**config.mk**
```make
export PLATFORM = sky130hd
export DESIGN_NAME = demod_segment_bank
export DESIGN_NICKNAME = d
export VERILOG_FILES = /design/src/rtl/demod_pkg.sv /design/src/rtl/demod_slicer.sv /design/src/rtl/demod_segment_bank.sv
export SDC_FILE = /design/constraint.sdc
export NUM_CORES = 1
export LEC_CHECK = 0
export ABC_AREA = 0
export BUFFER_PORTS_ARGS = -buffer_cell sky130_fd_sc_hd__buf_2
export CAP_MARGIN = 10
export CORE_AREA = 2 2 140 142
export DETAILED_ROUTE_END_ITERATION = 10
export DIE_AREA = 0 0 142 144
export PLACE_DENSITY_LB_ADDON = 0.08
export SYNTH_ARGS = -nofsm -noshare
export SYNTH_HDL_FRONTEND = slang
export SYNTH_SLANG_ARGS = --single-unit
```
**constraint.sdc**
```tcl
create_clock -name clk -period 2.6 [get_ports clk]
set_input_delay 0.52 -clock clk [delete_from_list [all_inputs] [get_ports clk]]
set_output_delay 0.52 -clock clk [all_outputs]
set_load 0.02 [all_outputs]
```
**src/rtl/demod_pkg.sv**
```systemverilog
// Shared types and elaboration-time helpers for the segment-bank demodulator.
// The soft-decision variant is selected with the DEMOD_SOFT_EN macro (see demod_slicer).
package demod_pkg;

   typedef enum logic [1:0] {IDLE, RUN, DONE} state_t;

   function automatic logic signed [63:0] one_fx(input int unsigned frac);
      return 64'sd1 <<< frac;
   endfunction

   // Reference level of segment k, sign-extended from `width` bits into 64.
   function automatic logic signed [63:0] ref_val(input int unsigned k,
                                                  input int unsigned ref_start_pos,
                                                  input int unsigned width,
                                                  input int unsigned frac);
      logic signed [63:0] v;
      v = (((k % 2) == 0) == (ref_start_pos != 0)) ? one_fx(frac) : -one_fx(frac);
      return (v <<< (64 - width)) >>> (64 - width);
   endfunction

   function automatic int unsigned acc_w(input int unsigned width, input int unsigned sps);
      return width + $clog2(sps) + 1;
   endfunction

endpackage

```
**src/rtl/demod_slicer.sv**
```systemverilog
// Combinational per-segment decision: hard +/-ref by default, or the clipped soft sum
// signed towards the reference when DEMOD_SOFT_EN is defined.
module demod_slicer
   import demod_pkg::*;
#(
   parameter int unsigned WIDTH = 32,
   parameter int unsigned ACC_W = 34
) (
   input  logic signed [ACC_W-1:0] sum,
   input  logic        [WIDTH-1:0] ref_p,
   input  logic        [WIDTH-1:0] ref_m,
   output logic        [WIDTH-1:0] decision
);

`ifdef DEMOD_SOFT_EN
   localparam logic signed [ACC_W-1:0] SAT_HI = ACC_W'({(WIDTH-1){1'b1}});
   localparam logic signed [ACC_W-1:0] SAT_LO = -SAT_HI;

   logic signed [ACC_W-1:0] clip;
   logic        [WIDTH-1:0] mag;

   always_comb begin
      clip = sum;
      if (sum > SAT_HI) begin
         clip = SAT_HI;
      end else if (sum < SAT_LO) begin
         clip = SAT_LO;
      end
      mag = WIDTH'(clip);
      // Symmetric clip range keeps the negation free of overflow.
      decision = ($signed(ref_p) > $signed(ref_m)) ? mag : -mag;
   end
`else
   // A tie (sum == 0) falls to the mirrored reference.
   assign decision = (!sum[ACC_W-1] && (sum != '0)) ? ref_p : ref_m;
`endif

endmodule

```
**src/rtl/demod_segment_bank.sv**
```systemverilog
// Frame-level hard/soft demodulator: accumulates SPS samples per segment over NUM_SEG
// segments and registers each slice decision. Soft output is enabled by DEMOD_SOFT_EN.
module demod_segment_bank
   import demod_pkg::*;
#(
   parameter int unsigned WIDTH         = 32,
   parameter int unsigned FRAC          = 16,
   parameter int unsigned NUM_SEG       = 10,
   parameter int unsigned SPS           = 1,
   parameter int unsigned REF_START_POS = 1
) (
   input  logic                     clk,
   input  logic                     reset,
   input  logic                     start,
   input  logic [WIDTH-1:0]         input_bit,
   input  logic                     sample_valid,
   output logic [NUM_SEG*WIDTH-1:0] segment_out,
   output logic                     valid,
   output logic                     busy
);

   localparam int unsigned AW    = acc_w(WIDTH, SPS);
   localparam int unsigned SEG_W = (NUM_SEG > 1) ? $clog2(NUM_SEG) : 1;
   localparam int unsigned SMP_W = (SPS > 1) ? $clog2(SPS) : 1;

   state_t                   state_q;
   logic [SEG_W-1:0]         seg_q;
   logic [SMP_W-1:0]         smp_q;
   logic signed [AW-1:0]     acc_q;
   logic [NUM_SEG*WIDTH-1:0] seg_out_q;
   logic                     valid_q;
   logic                     busy_q;

   logic signed [AW-1:0]     sum;
   logic [WIDTH-1:0]         ref_p;
   logic [WIDTH-1:0]         ref_m;
   logic [WIDTH-1:0]         decision;
   logic                     smp_last;
   logic                     seg_last;

   always_comb begin
      sum      = acc_q + AW'($signed(input_bit));
      ref_p    = WIDTH'(ref_val(32'(seg_q), REF_START_POS, WIDTH, FRAC));
      ref_m    = -ref_p;
      smp_last = (smp_q == SMP_W'(SPS - 1));
      seg_last = (seg_q == SEG_W'(NUM_SEG - 1));
   end

   demod_slicer #(
      .WIDTH(WIDTH),
      .ACC_W(AW)
   ) u_slicer (
      .sum     (sum),
      .ref_p   (ref_p),
      .ref_m   (ref_m),
      .decision(decision)
   );

   always_ff @(posedge clk) begin
      if (reset) begin
         state_q   <= IDLE;
         seg_q     <= '0;
         smp_q     <= '0;
         acc_q     <= '0;
         seg_out_q <= '0;
         valid_q   <= 1'b0;
         busy_q    <= 1'b0;
      end else begin
         valid_q <= 1'b0;
         unique case (state_q)
            IDLE, DONE: begin
               // DONE accepts start too, giving back-to-back frames.
               if (start) begin
                  state_q   <= RUN;
                  busy_q    <= 1'b1;
                  seg_out_q <= '0;
                  seg_q     <= '0;
                  smp_q     <= '0;
                  acc_q     <= '0;
               end else begin
                  state_q <= IDLE;
               end
            end
            RUN: begin
               if (sample_valid) begin
                  if (smp_last) begin
                     seg_out_q[int'(seg_q)*WIDTH +: WIDTH] <= decision;
                     acc_q <= '0;
                     smp_q <= '0;
                     if (seg_last) begin
                        state_q <= DONE;
                        valid_q <= 1'b1;
                        busy_q  <= 1'b0;
                        seg_q   <= '0;
                     end else begin
                        seg_q <= seg_q + 1'b1;
                     end
                  end else begin
                     acc_q <= sum;
                     smp_q <= smp_q + 1'b1;
                  end
               end
            end
            default: state_q <= IDLE;
         endcase
      end
   end

   assign segment_out = seg_out_q;
   assign valid       = valid_q;
   assign busy        = busy_q;

endmodule

```
After elaboration in Yosys (flattened, before gate mapping) --
Index checks and enable logic that the tools add are counted.
Word-level totals: output and inout port bits 322, word-level logic and storage cells 66, input bits 36, flip-flop bits (word level) 362
Operators by class: muxes and demuxes 31, reductions and logical operators 12, add/subtract/negate cells 5, shifts and indexed selects 2, bitwise operators 2, equal/unequal tests 7
Operators with widths (count):
- $mux W320 | 3
- $pmux W320 S2 | 1
- $bwmux W320 | 1
- $shift A32 B34 Y320 const A | 1
- $shiftx A32 B34 Y320 | 1
- $mux W33 | 3
- $pmux W33 S2 | 1
- $mux W32 | 2
- $neg A9 Y34 | 1
- $add A33 B32 Y33 | 1
- $reduce_bool A33 Y1 | 1
- $logic_not A32 Y1 | 1
- $neg A32 Y32 | 1
- $mux W4 | 4
- $mux W1 | 9
- $ne A2 B2 Y1 const B | 4
- $pmux W4 S2 | 1
- $mux W2 | 3
- $reduce_and A3 Y1 | 2
- $reduce_and A5 Y1 | 1
- $add A4 B1 Y4 const B | 1
- $eq A4 B4 Y1 const B | 1
- $pmux W1 S2 | 2
- $pmux W2 S2 | 1
- 11 further kinds | 12

Logic depth before layout (Yosys ltp) --
depth in word-level cells 9, gate-level depth with buffers 8

Cells and area by module --
A second synthesis with hierarchy kept.
Unflattened totals: cell total of the unflattened synthesis 1416, area total of the unflattened synthesis 13833.3 µm²
Modules (own cells, without submodules):
- demod_segment_bank | cells an instance 1370, times used 1, seq. area each 6566.3 µm², area an instance 13238.9 µm²
- demod_slicer | cells an instance 46, times used 1, seq. area each 0.0 µm², area an instance 594.3 µm²

Least setup slack after synthesis --
OpenSTA, ideal clock, no wires.
path kind register -> register, start register seg_q[0], end register seg_out_q[31], in the netlist segment_out[31], arrival 1662 ps, stages on the path, launching flop included 8, buffers on the path 1, slack 807 ps, path through dfxtp_1 nor3_1 ha_1 buf_1 nor4b_1 nand4_1 nand3_1 o31ai_1
On the way: longest elaborated chain between the ends 9, elaborated cells between the ends (all ways) 11, classes of those cells add/sub: 2; shift: 2; mux: 6; reduce/logical: 1
Ends and longest elaborated chain:
- start: declaration | line demod_segment_bank.sv:27 | logic [SEG_W-1:0] seg_q;
- start signal: assignment | line demod_segment_bank.sv:96 | seg_q <= seg_q + 1'b1;
- $logic_not A32 Y1 | line demod_pkg.sv:17 | v = (((k % 2) == 0) == (ref_start_pos != 0)) ? one_fx(frac) : -one_fx(frac);
- $mux W32 | line demod_pkg.sv:17
- $neg A32 Y32 | line demod_segment_bank.sv:44 | ref_m = -ref_p;
- $mux W32 | line demod_slicer.sv:35 | assign decision = (!sum[ACC_W-1] && (sum != '0)) ? ref_p : ref_m;
- $shiftx A32 B34 Y320 | line demod_segment_bank.sv:87 | seg_out_q[int'(seg_q)*WIDTH +: WIDTH] <= decision;
- $bwmux W320 * | line demod_segment_bank.sv:87
- $mux W320 * | line demod_segment_bank.sv:86 | if (smp_last) begin
- $mux W320 * | line demod_segment_bank.sv:85 | if (sample_valid) begin
- $pmux W320 S2 * | line demod_segment_bank.sv:70 | unique case (state_q)
- end signal: indexed assignment | line demod_segment_bank.sv:87
- end: declaration | line demod_segment_bank.sv:30 | logic [NUM_SEG*WIDTH-1:0] seg_out_q;
Mark *: on every way between the ends. The rest lies on a longest branch, timed or not. The select of a mux whose other input is x is not followed. A chain may end at the register's enable or synchronous reset.

Worst setup path in the final report --
start register seg_q[0], end register seg_out_q[223], in the netlist segment_out[223]
The elaborated chain is that of the path after synthesis.

==> reports/metrics.csv <==
stage,metric,value,unit
run_status,status,completed,
setup_path,path_class,flip-flop to flip-flop,
grt,grt_use_total,0.0669,
placement,place_area,3320,sq um
cts,cts_tree,done,
logic_synthesis,synth_most_common_cell,buf_4,
route,wirelength,8.30,mm
placement,portBuffers,197,
sta,fin_skew,0.00253,ns
logic_synthesis,synth_top_cells_by_count,"buf_4 (300), dfxtp_1 (28), a21oi_1 (11), nor2_1 (11), nand3_1 (10)",
cells_and_area,fillCellCount,2177,
cells_and_area,seqCellArea,561,sq um
sta,rsz0062_at_grt,false,
logic_synthesis,synth_top_area_frac,0.610,
power_and_ir_drop,vdd.ir_drop.worst,0.194,mV
die,die-area,20400,sq um
logic_synthesis,synth_seq_cells,28,
setup_path,reg2reg_to,segment_out[223],
cells_and_area,final_cell_area,3430,sq um
worst_hold_path,hold_path_class,flip-flop to flip-flop,
setup_path,required,2.75,ns
sta,min_period,2.04,ns
cts,cts_resized,0,
cts,clk_path_buf_depth,2,
cts,postCtsSetupRepairBufs,0,
logic_synthesis,synthArstFlopShare,0,
placement,dp.cells,759,
worst_hold_path,min_path_cells,2,
sta,tns,0,ns
sta,finalSetupViolations,0,
route,ant_nets,0,
worst_hold_path,hp-start,segment_out[16],
logic_synthesis,syn-instance-count,467,
grt,grt_pass1_vias,1819,
die,top_level_ports,358,
cts,cts_sinks,28,
sta,whs,0.461,ns
cts,root_buffer,clkbuf_16,
logic_synthesis,synthesis.area,3690,sq um
cts,cts_made_buffers,3,
sta,timing.final.ws_setup,0.561,ns
power_and_ir_drop,leakagePower,2.08,nW
cells_and_area,area_growth,-7.19,%
route,first_pass_iters,3,
sta,finalCritPeriodShare,0.784,
route,via_per_inst,3.28,
setup_path,r2r.worst_path.cells,6,
sta,max_slew_margin,0.534,
route,vias,2501,
cts,clk_latency,0.27,ns
logic_synthesis,synth_top_area_cell,buf_4,
cells_and_area,postLayoutCoreUtil,0.180,
logic_synthesis,yosysWarningCount,0,
setup_path,r2r_slack,0.56,ns
cells_and_area,drive_gt1_frac,0.404,
route,dr.first_iter.drc_count,37,
die,dieWidth,142,um
grt,grt_max_degree,18,
power_and_ir_drop,p_per_area,390,nW/um^2
setup_path,startpoint_type,flip-flop,
logic_synthesis,synth_cell_types,44,
cells_and_area,diodes,0,
logic_synthesis,synth_seq_area_share,0.152,
cells_and_area,multiInputGateArea,1410,sq um
grt,grt-ovfl-total,0,
grt,grt_pass1_wl,10.6,mm
placement,dp.final_hpwl,6.84,mm
route,drcViolationCount,0,
cts,cts.htree.levels,1,
die,die_y,144,um
sta,tightest_slew,0.694,ns
logic_synthesis,synth_edf_count,0,
sta,maxSlewViolCount,0,
placement,place_ws,0.560,ns
cells_and_area,fin_nets,567,
setup_path,worstReg2RegStart,seg_q[0],
grt,antenna_found_initial,0,
worst_hold_path,min_to,segment_out[16],
logic_synthesis,synth_area_leaders,"buf_4 (61%), dfxtp_1 (15%), o31ai_1 (1.8%), ha_1 (1.7%), a21oi_1 (1.5%)",
placement,routabilityCongestion,0.760,
die,initial_core_util,0.193,
setup_path,arrival,2.19,ns
run,cap_viol_max_count,0,
cts,path_clk_slew,0.07,ns
sta,clock.fmax,0.490,GHz
cts,hold_buffers,0,
die,rows,51,
cells_and_area,fin_cells,763,
die,fp.coreArea,19100,sq um
logic_synthesis,syn-mean-instance-area,7.90,sq um
setup_path,cp-end-kind,flip-flop,
route,post_drt_wl_per_cell,10.9,um
sta,hold_violations,0,
power_and_ir_drop,finalPower,1.34,mW
setup_path,crit_fanout,10,
logic_synthesis,synthFlopType,dfxtp_1,
worst max-delay path, cell delays in order, from the launching register on:
cell and delay, ns:
dfxtp_1 0.53, inv_1 0.13, ha_1 0.30, nor2b_1 0.33, o2111ai_1 0.29, o211ai_1 0.24
o31ai_1 0.09
sequential cells by signal, summed over array words and instances (netlist names):
name and cells:
state_q 2, busy 1, seg_q 4, segment_out 20, valid 1
kinds of logic after synthesis:
logic type / after synthesis / synth area share
adders and majority gates: 5 / 0.0169
xor gates and xnor gates: 3 / 0.0122
and+or+nand+nor: 65 / 0.0963
AOI/OAI and AO/OA: 50 / 0.0936
other: 1 / 0.00102
DFF: 28 / 0.152
buffers and inverters: 315 / 0.628
cell usage in the layout, fill, tap and decap left out, types with 2 or more instances in the layout:
cell type | synthesis | routed
nor2b_1 | 4 | 4
buf_2 | 2 | 197
nor4_1 | 8 | 8
dfxtp_1 | 28 | 28
clkbuf_16 | 0 | 3
o211ai_1 | 4 | 4
conb_1 | 1 | 160
ha_1 | 5 | 5
or2_2 | 2 | 2
a32oi_1 | 2 | 2
or3_1 | 2 | 2
and3_1 | 2 | 2
o21ai_0 | 5 | 5
o311ai_0 | 3 | 3
o41ai_1 | 2 | 2
o21a_1 | 4 | 4
buf_4 | 300 | 5
nand2_1 | 9 | 9
nor3_1 | 2 | 2
nor2_1 | 11 | 11
a31oi_1 | 2 | 2
nand4_1 | 6 | 6
o31ai_1 | 9 | 9
inv_1 | 8 | 8
o2111ai_1 | 3 | 3
nand3_1 | 10 | 10
nand2b_1 | 3 | 3
a21oi_1 | 11 | 11
where the power goes:
group | total [mW] | leakage [nW] | internal, mW | switching [mW]
clock | 0.474 | 0.0511 | 0.307 | 0.167
sequential | 0.452 | 0.227 | 0.439 | 0.0128
combinational | 0.410 | 1.81 | 0.0720 | 0.338
layer usage:
metal,vias to the layer above,part of all wire,global-route usage
li1,1193,-,-
met1,1128,0.38,0.0775
met2,176,0.53,0.131
met3,4,0.080,0.0116
met4,0,0.0031,0.00789
met5,-,0,0
how the worst max path moves through the flow:
stage / slack, ns / start / end
after global routing: 0.31 / seg_q[0] / segment_out[31]
after global placement: 0.56 / seg_q[0] / segment_out[31]
after floorplan: 0.81 / seg_q[0] / segment_out[31]
after detailed placement: 0.56 / seg_q[0] / segment_out[223]
after CTS: 0.54 / seg_q[0] / segment_out[223]
final: 0.56 / seg_q[0] / segment_out[223]
area by class of cell:
| type | instances | area share |
|---|---|---|
| clock buffer | 3 | 0.0219 |
| clock inverter | 1 | 0.00877 |
| inverter | 8 | 0.00877 |
| multi-input combinational | 283 | 0.411 |
| sequential | 28 | 0.164 |
| tap | 238 | 0.0869 |
| timing repair buffer | 202 | 0.299 |
(Power assumes the default switching activity.)
